$ cat src/rtl/muldiv_unit.sv
// -----------------------------------------------------------------------------
// muldiv_unit
//   Iterative multiply/divide unit for the execute stage of the multi-cycle CPU.
//   Owns the HI/LO register pair. MULT/MULTU use shift-add and DIV/DIVU use
//   restoring shift-subtract, one bit per cycle. Signed operations run on
//   magnitudes, and the signs are applied in a single correction cycle (FIX).
//
// Ports
//   i_MDU_clk    : clock, rising edge
//   i_MDU_rst_n  : asynchronous active-low reset
//   i_MDU_start  : request strobe, sampled on the rising edge
//   i_MDU_op     : 0 MULT, 1 MULTU, 2 DIV, 3 DIVU, 4 MTHI, 5 MTLO, 6-7 no-op
//   i_MDU_srcA   : multiplicand / dividend / MTHI-MTLO write data
//   i_MDU_srcB   : multiplier / divisor
//   i_MDU_flush  : abort an in-flight operation
//   o_MDU_hi     : HI register (product upper half / remainder)
//   o_MDU_lo     : LO register (product lower half / quotient)
//   o_MDU_busy   : operation in progress; starts are ignored while high
//   o_MDU_done   : one-cycle pulse once HI/LO hold a new result
// -----------------------------------------------------------------------------
module muldiv_unit #(
    parameter  int WIDTH = 32,
    localparam int CNT_W = $clog2(WIDTH + 1)
) (
    input  logic             i_MDU_clk,
    input  logic             i_MDU_rst_n,
    input  logic             i_MDU_start,
    input  logic [2:0]       i_MDU_op,
    input  logic [WIDTH-1:0] i_MDU_srcA,
    input  logic [WIDTH-1:0] i_MDU_srcB,
    input  logic             i_MDU_flush,
    output logic [WIDTH-1:0] o_MDU_hi,
    output logic [WIDTH-1:0] o_MDU_lo,
    output logic             o_MDU_busy,
    output logic             o_MDU_done
);

    typedef enum logic [1:0] {S_IDLE, S_CALC, S_FIX, S_DONE} state_t;

    localparam logic [2:0] OP_MTHI = 3'd4;
    localparam logic [2:0] OP_MTLO = 3'd5;

    // Two's-complement magnitude. The most negative value maps to 2^(WIDTH-1),
    // which is still correct when the result is read as unsigned.
    function automatic logic [WIDTH-1:0] abs_w(input logic signed [WIDTH-1:0] v);
        logic [WIDTH-1:0] r;
        r = v[WIDTH-1] ? -v : v;
        return r;
    endfunction

    function automatic logic [WIDTH-1:0] neg_w(input logic [WIDTH-1:0] v, input logic neg);
        logic [WIDTH-1:0] r;
        r = neg ? -v : v;
        return r;
    endfunction

    function automatic logic [2*WIDTH-1:0] neg_2w(input logic [2*WIDTH-1:0] v, input logic neg);
        logic [2*WIDTH-1:0] r;
        r = neg ? -v : v;
        return r;
    endfunction

    state_t             state_q, state_d;
    logic [CNT_W-1:0]   cnt_q, cnt_d;
    logic               busy_q, busy_d;
    logic               done_q, done_d;
    logic [WIDTH-1:0]   hi_q, hi_d;
    logic [WIDTH-1:0]   lo_q, lo_d;
    logic               is_div_q, is_div_d;
    logic               neg_res_q, neg_res_d;
    logic               neg_rem_q, neg_rem_d;
    logic               div_zero_q, div_zero_d;

    // Datapath registers: only meaningful once loaded by an accepted start.
    // Multiply layout: {partial product high, multiplier shifting out}.
    // Divide layout:   {partial remainder, dividend shifting in / quotient}.
    logic [2*WIDTH-1:0] acc_q, acc_d;
    logic [WIDTH-1:0]   opnd_q, opnd_d;

    logic               signed_op;
    logic [WIDTH-1:0]   a_mag, b_mag;
    logic [WIDTH:0]     mul_sum;
    logic [2*WIDTH-1:0] mul_next;
    logic [2*WIDTH:0]   div_shift;
    logic [WIDTH:0]     div_trial;
    logic [2*WIDTH-1:0] div_next;
    logic [2*WIDTH-1:0] prod_fix;

    assign signed_op = ~i_MDU_op[0];
    assign a_mag     = signed_op ? abs_w(i_MDU_srcA) : i_MDU_srcA;
    assign b_mag     = signed_op ? abs_w(i_MDU_srcB) : i_MDU_srcB;

    // Shift-add step: add the multiplicand when the current multiplier bit is
    // set, then shift the whole accumulator right. The carry lands in the MSB.
    assign mul_sum  = {1'b0, acc_q[2*WIDTH-1:WIDTH]} + (acc_q[0] ? {1'b0, opnd_q} : '0);
    assign mul_next = {mul_sum, acc_q[WIDTH-1:1]};

    // Restoring step: shift left, trial-subtract the divisor, and keep the
    // difference only if it is non-negative. Because the remainder stays below
    // the divisor, bit WIDTH of the trial is a reliable sign bit. A zero
    // divisor naturally yields an all-ones quotient and remainder = dividend.
    assign div_shift = {acc_q, 1'b0};
    assign div_trial = div_shift[2*WIDTH:WIDTH] - {1'b0, opnd_q};
    assign div_next  = div_trial[WIDTH] ? div_shift[2*WIDTH-1:0]
                                        : {div_trial[WIDTH-1:0], acc_q[WIDTH-2:0], 1'b1};

    assign prod_fix = neg_2w(acc_q, neg_res_q);

    always_comb begin
        state_d    = state_q;
        cnt_d      = cnt_q;
        busy_d     = busy_q;
        done_d     = 1'b0;
        hi_d       = hi_q;
        lo_d       = lo_q;
        is_div_d   = is_div_q;
        neg_res_d  = neg_res_q;
        neg_rem_d  = neg_rem_q;
        div_zero_d = div_zero_q;
        acc_d      = acc_q;
        opnd_d     = opnd_q;

        case (state_q)
            // DONE behaves like IDLE for new requests, so back-to-back ops
            // run at one per WIDTH+2 cycles.
            S_IDLE, S_DONE: begin
                state_d = S_IDLE;
                busy_d  = 1'b0;
                if (i_MDU_start && !i_MDU_flush) begin
                    if (!i_MDU_op[2]) begin
                        is_div_d   = i_MDU_op[1];
                        neg_res_d  = signed_op & (i_MDU_srcA[WIDTH-1] ^ i_MDU_srcB[WIDTH-1]);
                        neg_rem_d  = signed_op & i_MDU_srcA[WIDTH-1];
                        div_zero_d = (i_MDU_srcB == '0);
                        if (i_MDU_op[1]) begin
                            acc_d  = {{WIDTH{1'b0}}, a_mag};
                            opnd_d = b_mag;
                        end else begin
                            acc_d  = {{WIDTH{1'b0}}, b_mag};
                            opnd_d = a_mag;
                        end
                        cnt_d   = '0;
                        busy_d  = 1'b1;
                        state_d = S_CALC;
                    end else if (i_MDU_op == OP_MTHI) begin
                        hi_d = i_MDU_srcA;
                    end else if (i_MDU_op == OP_MTLO) begin
                        lo_d = i_MDU_srcA;
                    end
                end
            end

            S_CALC: begin
                if (i_MDU_flush) begin
                    state_d = S_IDLE;
                    busy_d  = 1'b0;
                end else begin
                    acc_d = is_div_q ? div_next : mul_next;
                    cnt_d = cnt_q + 1'b1;
                    if (cnt_q == CNT_W'(WIDTH - 1)) begin
                        state_d = S_FIX;
                    end
                end
            end

            S_FIX: begin
                if (i_MDU_flush) begin
                    state_d = S_IDLE;
                    busy_d  = 1'b0;
                end else begin
                    if (is_div_q) begin
                        // A signed divide by zero keeps hi = dividend: the
                        // remainder takes the dividend's sign, which restores it.
                        hi_d = neg_w(acc_q[2*WIDTH-1:WIDTH], neg_rem_q);
                        lo_d = div_zero_q ? '1 : neg_w(acc_q[WIDTH-1:0], neg_res_q);
                    end else begin
                        hi_d = prod_fix[2*WIDTH-1:WIDTH];
                        lo_d = prod_fix[WIDTH-1:0];
                    end
                    busy_d  = 1'b0;
                    done_d  = 1'b1;
                    state_d = S_DONE;
                end
            end

            default: begin
                state_d = S_IDLE;
                busy_d  = 1'b0;
            end
        endcase
    end

    always_ff @(posedge i_MDU_clk or negedge i_MDU_rst_n) begin
        if (!i_MDU_rst_n) begin
            state_q    <= S_IDLE;
            cnt_q      <= '0;
            busy_q     <= 1'b0;
            done_q     <= 1'b0;
            hi_q       <= '0;
            lo_q       <= '0;
            is_div_q   <= 1'b0;
            neg_res_q  <= 1'b0;
            neg_rem_q  <= 1'b0;
            div_zero_q <= 1'b0;
        end else begin
            state_q    <= state_d;
            cnt_q      <= cnt_d;
            busy_q     <= busy_d;
            done_q     <= done_d;
            hi_q       <= hi_d;
            lo_q       <= lo_d;
            is_div_q   <= is_div_d;
            neg_res_q  <= neg_res_d;
            neg_rem_q  <= neg_rem_d;
            div_zero_q <= div_zero_d;
        end
    end

    always_ff @(posedge i_MDU_clk) begin
        acc_q  <= acc_d;
        opnd_q <= opnd_d;
    end

    assign o_MDU_hi   = hi_q;
    assign o_MDU_lo   = lo_q;
    assign o_MDU_busy = busy_q;
    assign o_MDU_done = done_q;

endmodule

$ cat config.mk
export PLATFORM = sky130hd
export DESIGN_NAME = muldiv_unit
export DESIGN_NICKNAME = d
export VERILOG_FILES = /design/src/rtl/muldiv_unit.sv
export SDC_FILE = /design/constraint.sdc
export NUM_CORES = 1
export LEC_CHECK = 0
export CELL_PAD_IN_SITES_DETAIL_PLACEMENT = 0
export CELL_PAD_IN_SITES_GLOBAL_PLACEMENT = 1
export CORE_UTILIZATION = 45
export DETAILED_ROUTE_END_ITERATION = 12
export DONT_BUFFER_PORTS = 1
export PLACE_DENSITY_LB_ADDON = 0.05
export SLEW_MARGIN = 15
export SYNTH_ARGS = -nofsm -noshare
export SYNTH_HDL_FRONTEND = slang
export SYNTH_SLANG_ARGS = --single-unit
$ cat constraint.sdc
create_clock -name i_MDU_clk -period 3.5 [get_ports i_MDU_clk]
set_clock_uncertainty 0.15 [all_clocks]
set_input_delay 0.7 -clock i_MDU_clk [delete_from_list [all_inputs] [get_ports i_MDU_clk]]
set_output_delay 0.7 -clock i_MDU_clk [all_outputs]
set_load 0.02 [all_outputs]
* Yosys cells after proc, flatten, opt, wreduce, memory -nomap -nowiden
Index checks and enable logic that the tools add are counted.
** Word-level totals
- Register bits :: 174
- Output and inout port bits :: 66
** Operators by class
- $add $sub $neg :: 8
- Eq/ne operators :: 16
- Multiplexer cells :: 46
- Bitwise logic cells :: 5
- Reduce and logical (&&, ||, !) cells :: 11
** Operators with widths (count)
- $mux W32 :: 21
- $mux W64 :: 6
- $neg A32 Y32 :: 4
- $pmux W32 S2 :: 2
- $pmux W64 S2 :: 1
- $neg A64 Y64 :: 1
- $add A32 B32 Y33 :: 1
- $sub A33 B32 Y33 :: 1
- $logic_not A32 Y1 :: 1
- $mux W6 :: 3
- $ne A2 B2 Y1 const B :: 9
- $pmux W6 S2 :: 1
- $mux W1 :: 7
- $add A6 B1 Y6 const B :: 1
- $eq A3 B3 Y1 const B :: 2
- $eq A6 B5 Y1 const B :: 1
- $mux W2 :: 3
- $pmux W2 S3 :: 1
- $reduce_and A6 Y1 :: 1
- $reduce_and A5 Y1 :: 1
- $eq A2 B2 Y1 const B :: 2
- $reduce_and A4 Y1 :: 1
- $reduce_bool A2 Y1 :: 2
- $ne A3 B3 Y1 const B :: 1
- 10 further kinds :: 12

* Depth between registers and ports, before layout
Gate-level depths: netlist of run 1.
- Depth after elaboration :: 7
- Gate-level depth with buffers :: 14
- Depth with buffers taken out :: 12

* Worst setup path after synthesis of run 1
No wires, ideal clock.
- Path kind :: flip-flop to flip-flop
- Start :: register state_q[1]
- End :: register acc_q[0], enable pin
- Setup time :: 0.418 ns
- Arrival time :: 2.955 ns
- Data required time :: 2.932 ns
- Path slack :: -0.023 ns
- Stages on the path, launching flop included :: 8
- Clock period less this slack :: 3.523 ns
- Path through :: dfrtp_1 > ha_1 > inv_1 > or3_1 > clkbuf_1 > nor2_1 > nor2_1 > inv_1
** Between the ends
- Longest elaborated chain between the ends :: 4
- Elaborated cells between the ends (all ways) :: 9
** RTL lines
- start: declaration :: RTL line 63 : state_t state_q, state_d;
- start signal: assignment :: RTL line 206 : state_q <= state_d;
- $eq A2 B2 Y1 / $logic_not A2 Y1 (equally long branches) :: RTL line 123 : case (state_q)
- $reduce_or A2 Y1 :: RTL line 123
- $ne A2 B2 Y1 (no source line) / $reduce_bool A2 Y1 (equally long branches)
- $reduce_and A4 Y1 (no source line) (*)
- end signal: assignment :: RTL line 220 : acc_q <= acc_d;
- end: declaration :: RTL line 77 : logic [2*WIDTH-1:0] acc_q, acc_d;
Mark *: on every way between the ends. The rest lies on a longest branch, timed or not.
A chain may end at the register's enable or synchronous reset.

* Worst setup path after layout of run 1
- Start :: register opnd_q[23]
- End :: register acc_q[63] (data pin)
** Between the ends
- Longest elaborated chain between the ends :: 5
- Elaborated cells between the ends (all ways) :: 7
** RTL lines
- start: declaration :: RTL line 78 : logic [WIDTH-1:0] opnd_q, opnd_d;
- start signal: assignment :: RTL line 221 : opnd_q <= opnd_d;
- $sub A33 B32 Y33 / $mux W32 (equally long branches) :: RTL line 103, 95
- $mux W64 / $add A32 B32 Y33 (equally long branches) :: RTL line 104, 95
- $mux W64 (*) :: RTL line 158 : acc_d = is_div_q ? div_next : mul_next;
- $mux W64 (*) :: RTL line 154 : if (i_MDU_flush) begin
- $pmux W64 S2 (*) :: RTL line 123
Mark *: on every way between the ends. The rest lies on a longest branch, timed or not. The select of a mux whose other input is x is not followed.

==> impl_results.md, run 1 <==
- Status: completed
- Bufs on Longest Clock Path: 2
- F_max: 0.293 GHz
- Logic pwr share: a little under a third
- Area Growth Syn to Fin: 17.5%
- Crit share post-route: 97.7%
- DIE WIDTH: 184 um
- CTS Root Cell: clkbuf_16
- Num rows: between 60 and 70
- CP Class: flip-flop to flip-flop
- CTS H-tree depth: 4
- Number of global-route vias before repair: 13.3k
- Initial Utilization: 45.7%
- Via density: 6.01
- Cells on Worst Hold Path: 1
- Worst path bufs/invs: 3
- Prevailing post-synth register cell: edfxtp_1
- CTS clock-pin slew for the worst setup and hold paths: 0.08 ns
- CTS tree: built
- Routed vias: between 10k and 15k
- Hold Crit Class: input port to flip-flop
- Final Wtd Congestion: 0.966
- Pleak: 7.32 nW
- Synth area leaders: edfxtp_1 19%, dfrtp_1 13%, xnor2_1 6.5%
- Port Buffers: 0
- Yosys warns: 0
- Largest net degree at the start of global routing: between 70 and 80
- Setup TNS: 0 ns
- Clock power frac: 26.6%
- Int Pwr: 4.50 mW
- Yosys top cell area share: 19.3%
- Type of origin of the critical path: flip-flop
- Req. time, crit path: roughly 3.6 ns
- Total of max-cap violations: 0
- Syn Area/Cell: 8.40 um^2
- Hold slack final: 0.187 ns
- CP Data Arrival Time: 3.54 ns
- Worst-margin pin slew: between 1 and 1.5 ns
- Crit. End Element: flip-flop
- Pwr Total: 7.27 mW
- Nets: 2041
- Setup violations, final: 0
- Final core occ: a little over half
- Post-layout minimum cycle time: roughly 3.4 ns
- Final WL: 56600 um
- Worst R2R Path Depth: 13
- #FFs+latches synth: about 170
- Die Y: 184 um
- Final slew viol count: 0
- Placeable Area: 32600 um^2
- Total Routing Usage GR: 33.4%
- FFs w/ async S/R, synth: 44.8%
- Syn Std Cell Area: between 10000 and 15000 um^2
- I/O pin count: 137
- Clock sink count: 174
- Die area: about 34000 um^2
- Drt first-iter violations: between 1k and 1.5k
- Critical path depth in cells: 13
- Post-DP HPWL: 44400 um
- Mapped Cells: 1776
- Area of the multi-input gates: 9700 um^2
- CP max stage cell: a2111oi_4
- Seq pwr share: between 40% and 50%
- Overflow left after global routing: 0
- Layout cells sized above 1: about 16%
- Post-synth cell types: 73
- CP cell instances: inv_1 > ha_1 > a21o_1 > a21o_1 > a31oi_1 > buf_4 > a2111oi_4 > a2111oi_4 > xnor2_4 > buf_6 > nand2_1 > a211o_1 > a311oi_1
- CP max stage delay: 0.48 ns
- RSZ-0062 raised after global routing: true
- Number of buffers created by CTS: 17
- Syn nets: ~1.9k
- EDFF count, synth: 96
- Initial antenna violation count: 1
- Sw frac: 38.1%
- CP top delay family: compound AO/OA/AOI/OAI gates
- 1st-pass router iterations: 5
- FF/Latch Area: 4840 um^2
- CP max FO: 4
- Final hold violation count: 0
- Fillers: 3152
- Worst vdd ir: 372 uV
- Antenna-violating nets left: 0
- Switching power total: roughly 2.8 mW
- N_diodes: 0
- Clock Latency Late Sink: roughly 0.46 ns
- DR WL/cell: 24.1 um
- Slew headroom: 21.9%
- First-pass GRT wire length: approximately 83000 um
- Power Density: 415 nW/um^2
- Cell accounting for the most synthesized area: edfxtp_1
- Register area share after synthesis: 32.4%
- Residual DRC: 0
==> Yosys cell counts (14+ instances only) <==
library cell / number
nand2_1: 201
o21ai_0: 144
a21oi_1: 139
nor2_1: 130
xnor2_1: 110
edfxtp_1: 96
mux2i_1: 92
dfrtp_1: 78
clkbuf_1: 74
ha_1: 71
xor2_1: 68
inv_1: 62
a21o_1: 48
o22ai_1: 48
nor3_1: 37
nand3_1: 34
a211oi_1: 25
o21ai_1: 19
mux2_2: 18
buf_1: 17
nor2b_1: 17
nor4_1: 16
or3_1: 16
o31ai_1: 14
o41ai_1: 14
==> registers in the layout (all words and copies together) (netlist names) <==
signal and cells:
opnd_q 32, o_MDU_busy 1, div_zero_q 1, cnt_q 6, o_MDU_done 1, neg_rem_q 1
o_MDU_lo 32, state_q 2, o_MDU_hi 32, neg_res_q 1, is_div_q 1, acc_q 64
==> power groups by stage <==
stage	Clock [mW]	Combinational (mW)	Sequential, mW
floorplan	0	1.52	2.98
global placement	0	2.16	3.07
detailed placement	0	2.18	3.07
CTS	1.95	2.23	3.03
global route	2.02	2.51	3.06
finish	1.93	2.31	3.03
==> kinds of logic after synthesis <==
kind of cell | count (synthesis) | synth area share (%)
AO/OA/AOI/OAI | 541 | 22.3
AND/OR/NAND/NOR | 539 | 17.0
XOR/XNOR | 178 | 10.4
flip-flops | 174 | 32.4
buffers and inverters | 161 | 4.15
multiplexers | 110 | 7.53
adder cells (fa/ha/maj) | 73 | 6.22
==> repair_timing <==
action,CTS,global route
cloned,0,1
endpoints found under the setup margin,27,40
hold endpoints to repair,78,0
hold buffers,2,0
pin swaps,3,22
resized for setup,13,42
setup buffers,2,18
==> path summary, 6_finish.rpt <==
check	from	endpoint	slack (ns)
max	opnd_q[23]	acc_q[63]	0.08
min	i_MDU_op[0]	neg_res_q	0.19
max reg2reg	opnd_q[23]	acc_q[63]	0.08
min reg2reg	div_zero_q	div_zero_q	0.39
max in group asynchronous	i_MDU_rst_n	is_div_q	2.21
min in group asynchronous	i_MDU_rst_n	o_MDU_lo[8]	0.64
==> worst reg2reg max path, stage by stage (launching register included) <==
cell	delay [ns]
edfxtp_1	0.42
inv_1	0.15
ha_1	0.26
a21o_1	0.22
a21o_1	0.16
a31oi_1	0.23
buf_4	0.17
a2111oi_4	0.04
a2111oi_4	0.48
xnor2_4	0.19
buf_6	0.15
nand2_1	0.05
a211o_1	0.30
a311oi_1	0.28
==> stage by stage <==
| step | area, um^2 | std cells | worst slack (ns) |
|---|---|---|---|
| final | 17500 | 2352 | 0.0821 |
| after global routing | 17500 | 2352 | -0.0190 |
| after CTS | 17200 | 2334 | 0.00363 |
| after detailed placement | 16500 | 2298 | -0.119 |
| after global placement | 16500 | 2298 | -0.0381 |
| after floorplan | 14900 | 1776 | 0.0551 |
==> layout make-up <==
cell class | instances | area share, %
flip-flops and latches | 174 | 27.6
repair buffers | 200 | 9.37
multi-input cells | 1441 | 55.3
well taps | 442 | 3.15
clock inverters | 9 | 0.407
clock buffers | 23 | 2.80
inverters | 63 | 1.38
==> layer usage <==
| layer | wire length (um) | track usage [%] | vias up |
|---|---|---|---|
| met4 | 2240 | 14.7 | 0 |
| met5 | 0 | 0 | - |
| li1 | - | - | 6715 |
| met2 | 26700 | 54.5 | 506 |
| met1 | 23800 | 42.5 | 6829 |
| met3 | 3930 | 6.72 | 82 |
==> placed cells by master, fill, tap and decap left out, types with 34 or more instances in the layout <==
master    instances
xor2_1           68
ha_1             65
edfxtp_1         96
xnor2_1         109
inv_1            58
a21o_1           48
a21oi_1         130
buf_4           185
o21ai_0         140
dfrtp_1          77
nand2_1         199
nand3_1          34
nor2_1          129
nor3_1           37
mux2i_1          92
o22ai_1          48
No activity file was read; power rests on OpenSTA's default activity.
==> run 2: changes to the inputs <==
- ABC_CLOCK_PERIOD_IN_PS: not set -> 3500
- BUFFER_PORTS_ARGS: not set -> -buffer_cell sky130_fd_sc_hd__buf_4
- CORE_UTILIZATION: 45 -> 42
- DONT_BUFFER_PORTS: 1 -> not set
==> impl_results.md, run 2 (synthesis results as in run 1) <==
- Initial antenna violation count: 3
- Num rows: 68
- N_diodes: 0
- Final core occ: between 50% and 60%
- Die Y: 190 um
- Clock Latency Late Sink: 0.46 ns
- Final Wtd Congestion: 0.922
- Setup TNS: 0 ns
- Worst vdd ir: 377 uV
- Drt first-iter violations: 1576
- Req. time, crit path: 3.69 ns
- Final hold violation count: 0
- Overflow left after global routing: 0
- Final WL: 59100 um
- First-pass GRT wire length: 88000 um
- Via density: 5.85
- Layout cells sized above 1: between 20% and 30%
- Final slew viol count: 0
- CP Data Arrival Time: 3.65 ns
- F_max: 0.289 GHz
- Pleak: around 8 nW
- DIE WIDTH: 190 um
- Slew headroom: between 30% and 40%
- 1st-pass router iterations: 5
- Worst Setup SP: acc_q[39]
- FF-to-FF Start: acc_q[39]
- Antenna-violating nets left: 0
- RSZ-0062 raised after global routing: true
- Bufs on Longest Clock Path: 2
- Area Growth Syn to Fin: 26.3%
- Number of buffers created by CTS: 17
- Setup violations, final: 0
- Finished Cell Area: 18800 um^2
- Pwr Total: 7.81 mW
- Crit. End Element: flip-flop
- FF-to-FF End: o_MDU_hi[30]
- Worst slack, placed: -0.336 ns
- Placeable Area: roughly 35000 um^2
- CTS clock-pin slew for the worst setup and hold paths: 0.08 ns
- Area of the multi-input gates: 9720 um^2
- Nets: between 2k and 2.5k
- Dpl cell area: 17800 um^2
- Type of origin of the critical path: flip-flop
- CTS H-tree depth: 4
- Max FFs per register: between 60 and 70
- Total of max-cap violations: 0
- CTS Root Cell: clkbuf_16
- Crit share post-route: 98.8%
- Largest reg by FF count: acc_q
- Residual DRC: 0
- Largest net degree at the start of global routing: 79
- Post-DP HPWL: 46400 um
- Clock sink count: ~170
- Status: completed
- Die area: 36300 um^2
- Crit path capture: o_MDU_hi[30]
- Fin worst setup slack: just over 0.04 ns
- Port Buffers: 136
- Worst R2R Path Depth: 10
- Most frequent cells in the layout: 362 x buf_4, 200 x nand2_1, 140 x o21ai_0, 131 x a21oi_1, 130 x nor2_1
- Number of global-route vias before repair: 14.3k
- Initial Utilization: 43.0%
- I/O pin count: 137
- DR WL/cell: around 23 um
- Most common cell after layout, fill and taps aside: buf_4
- CTS tree: built
- FF/Latch Area: around 4800 um^2
- CP max FO: 5
- Power Density: 415 nW/um^2
- Post-layout minimum cycle time: 3.46 ns
- R2R Setup Slk: 0.04 ns
- Total Routing Usage GR: approximately 33%
- Hold Crit Class: input port to asynchronous set/reset pin
- Worst-margin pin slew: approximately 1.0 ns
- Routed vias: 14.9k
- CP Class: flip-flop to flip-flop
- Fillers: 3317
- Post-CTS Hold Buffers: 0
run 2: worst max-delay path, cell delays in order (launching register included):
cell and delay [ns]:
edfxtp_1 0.45, buf_4 0.21, or4_4 0.52, or4_4 0.51
or4_4 0.54, o21a_1 0.21, nor3_2 0.13, buf_4 0.15
a22oi_2 0.05, xor2_1 0.15, a221o_1 0.29
run 2: worst min path at each step:
stage                     start      endpoint  slack, ns  cells past startpoint
finish              i_MDU_rst_n  o_MDU_lo[12]       0.26                      1
CTS                 i_MDU_rst_n  o_MDU_lo[12]       0.29                      1
global route        i_MDU_flush    o_MDU_done       0.32                      2
floorplan           i_MDU_rst_n      cnt_q[0]       0.25                      0
global placement    o_MDU_hi[9]   o_MDU_hi[9]       0.32                      1
detailed placement  o_MDU_hi[9]   o_MDU_hi[9]       0.32                      1
run 2: where the power goes:
group	total, mW	leakage (nW)	switching, mW	internal [mW]
logic	3.17	6.01	1.82	1.36
clock network	1.93	0.283	0.942	0.991
registers	2.70	1.87	0.208	2.50
run 2: repair_timing:
action                     in CTS  in global routing
setup endpoints to repair      56                 42
pin swaps                      11                 15
setup buffers                   9                 12
gates cloned                    0                  2
gates resized for setup        28                 31
run 2: stage by stage:
| step | std cells | hold WS [ns] |
|---|---|---|
| 2_1_floorplan | 1776 | 0.254 |
| 6_report | 2540 | 0.256 |
| 4_1_cts | 2527 | 0.287 |
| 3_5_place_dp | 2487 | 0.321 |
| 5_1_grt | 2540 | 0.325 |
| 3_3_place_gp | 2487 | 0.316 |
run 2: metal layers:
layer	wire length, um	global-route usage, %
met3	3480	4.60
met1	25100	42.7
met5	13	0
met4	2520	13.6
met2	28000	54.2
run 2: area by class of cell:
class	instances	area share [%]
clock inverter	12	0.498
tap	455	3.02
inverter	63	1.29
multi-input combinational	1441	51.6
timing repair buffer	375	15.5
sequential	174	25.7
clock buffer	20	2.49
==> run 3: changes to the inputs <==
- ABC_AREA: not set -> 1
- CORE_UTILIZATION: 42 -> 39
==> impl_results.md, run 3 <==
- Dpl cell area: 19600 um^2
- CTS Root Cell: clkbuf_16
- Largest reg by FF count: acc_q
- Most frequent cell after synthesis: nand2_1
- Crit share post-route: between 90% and 100%
- Syn nets: 3066
- Area Growth Syn to Fin: 14.1%
- Number of buffers created by CTS: 17
- Setup TNS: 0 ns
- Largest net degree at the start of global routing: 84
- Synth area leaders: nand2_1 17%, edfxtp_1 16%, dfrtp_1 11%
- Post-layout minimum cycle time: 3.25 ns
- Overflow left after global routing: 0
- CP top delay family: compound AO/OA/AOI/OAI gates
- Setup Fix Bufs, Post-CTS: 0
- Nets: ~3.2k
- Num rows: 77
- Clock sink count: 174
- DIE WIDTH: 215 um
- F_max: 0.308 GHz
- Final slew viol count: 0
- DR WL/cell: 22.6 um
- Yosys warns: 0
- Die area: 46200 um^2
- Number of global-route vias before repair: 19.3k
- Total of max-cap violations: 0
- Type of origin of the critical path: flip-flop
- Routed vias: 20.3k
- FFs w/ async S/R, synth: 44.8%
- Cell accounting for the most synthesized area: nand2_1
- Drt first-iter violations: 1997
- Residual DRC: 0
- Power Density: 463 nW/um^2
- CP most frequent cell: nand2_1
- Final Wtd Congestion: 1.03
- Initial antenna violation count: 5
- Final core occ: 45.4%
- Setup violations, final: 0
- Die Y: approximately 220 um
- Slew headroom: approximately a quarter
- Port Buffers: 136
- Final hold violation count: 0
- Worst path bufs/invs: 4
- 1st-pass router iterations: 9
- Req. time, crit path: 3.62 ns
- Max FFs per register: 64
- Register area share after synthesis: around 27%
- Final WL: just over 80000 um
- CTS tree: built
- Worst vdd ir: between 400 and 500 uV
- Worst-margin pin slew: 1.10 ns
- R2R Setup Slk: 0.25 ns
- CP max stage cell: edfxtp_1
- #FFs+latches synth: 174
- Placeable Area: 44500 um^2
- Most common cell after layout, fill and taps aside: nand2_1
- Mapped Cells: 2922
- Most frequent cells in the layout: 823 x nand2_1, 419 x inv_1, 350 x nor2_1, 257 x a21oi_1, 250 x nand3_1
- EDFF count, synth: 96
- CP cell instances: buf_4 > nand2_1 > inv_1 > ha_1 > inv_1 > o21ai_0 > inv_1 > o21ai_0 > nand2_1 > nand2_1 > nand2_1 > nand3_1 > nand3_1 > a21oi_1
- CP Data Arrival Time: about 3.4 ns
- Post-synth cell types: 46
- Layout cells sized above 1: 9.39%
- Pleak: 10.1 nW
- Post-synth top cells: 823 x nand2_1, 421 x inv_1, 350 x nor2_1
- CP Class: flip-flop to flip-flop
- Prevailing post-synth register cell: edfxtp_1
- First-pass GRT wire length: around 120000 um
- Syn Area/Cell: 6.06 um^2
- Post-CTS Resized: 0
- Hold Crit Class: input port to asynchronous set/reset pin
- CTS clock-pin slew for the worst setup and hold paths: around 0.08 ns
- CP max stage delay: slightly below 0.4 ns
- N_diodes: 0
- Initial Utilization: 39.8%
- Finished Cell Area: 20200 um^2
- Bufs on Longest Clock Path: 2
- Clock Latency Late Sink: 0.48 ns
- Total Routing Usage GR: 35.5%
- CTS H-tree depth: 4
- CP max FO: 23
- Post-DP HPWL: 68300 um
- RSZ-0062 raised after global routing: false
- Via density: 5.55
- I/O pin count: 137
- Yosys top cell area share: 17.5%
- Antenna-violating nets left: 0
- Crit. End Element: flip-flop
- Syn Std Cell Area: 17700 um^2
- Status: completed
- Post-CTS Hold Buffers: 0
run 3: metrics by stage:
step / cells / hold WS [ns] / total power [mW] / setup slack (ns)
finish: 3658 / 0.192 / 9.36 / 0.253
floorplan: 2922 / 0.254 / 5.49 / 0.0820
global placement: 3626 / 0.299 / 7.27 / 0.111
CTS: 3658 / 0.243 / 9.31 / 0.328
global route: 3658 / 0.262 / 9.84 / 0.0311
detailed placement: 3626 / 0.292 / 7.29 / 0.0849
run 3: layer usage:
metal | part of all wire (%) | global-route usage (%) | routed length [um] | up-vias
met5 | 0 | 0 | 0 | -
met4 | 6.6 | 21.4 | 5490 | 0
met3 | 6.9 | 5.38 | 5670 | 189
met2 | 46 | 58.5 | 38200 | 832
met1 | 40 | 43.8 | 33200 | 9545
li1 | - | - | - | 9730
run 3: report_power, final:
group          switching (mW)  total, mW  internal (mW)
clock network            1.05       2.04          0.991
registers               0.368       3.03           2.66
logic                    2.83       4.29           1.46
run 3: kinds of logic after synthesis:
group,synth area share (%)
and+or+nand+nor,36.7
buffers and inverters,11.4
muxes,0.452
AOI/OAI and AO/OA,15.6
DFF,27.3
adders and majority gates,5.24
xor gates and xnor gates,3.27
run 3: path summary, 6_finish.rpt:
check,from,to,cells past startpoint
worst min-delay path,i_MDU_rst_n,o_MDU_hi[29],1
worst max-delay path,acc_q[0],acc_q[60],14
min in group i_MDU_clk,i_MDU_flush,o_MDU_done,2
worst min register to register,cnt_q[4],cnt_q[4],1
worst max register to register,acc_q[0],acc_q[60],14
max in group asynchronous,i_MDU_rst_n,cnt_q[2],2
run 3: layout make-up:
class,instances,area (um^2)
multi-input combinational,2225,10800
timing repair buffer,203,1560
sequential,174,4840
clock buffer,18,450
clock inverter,14,140
inverter,432,1620
tap,592,741
fill,4901,24300
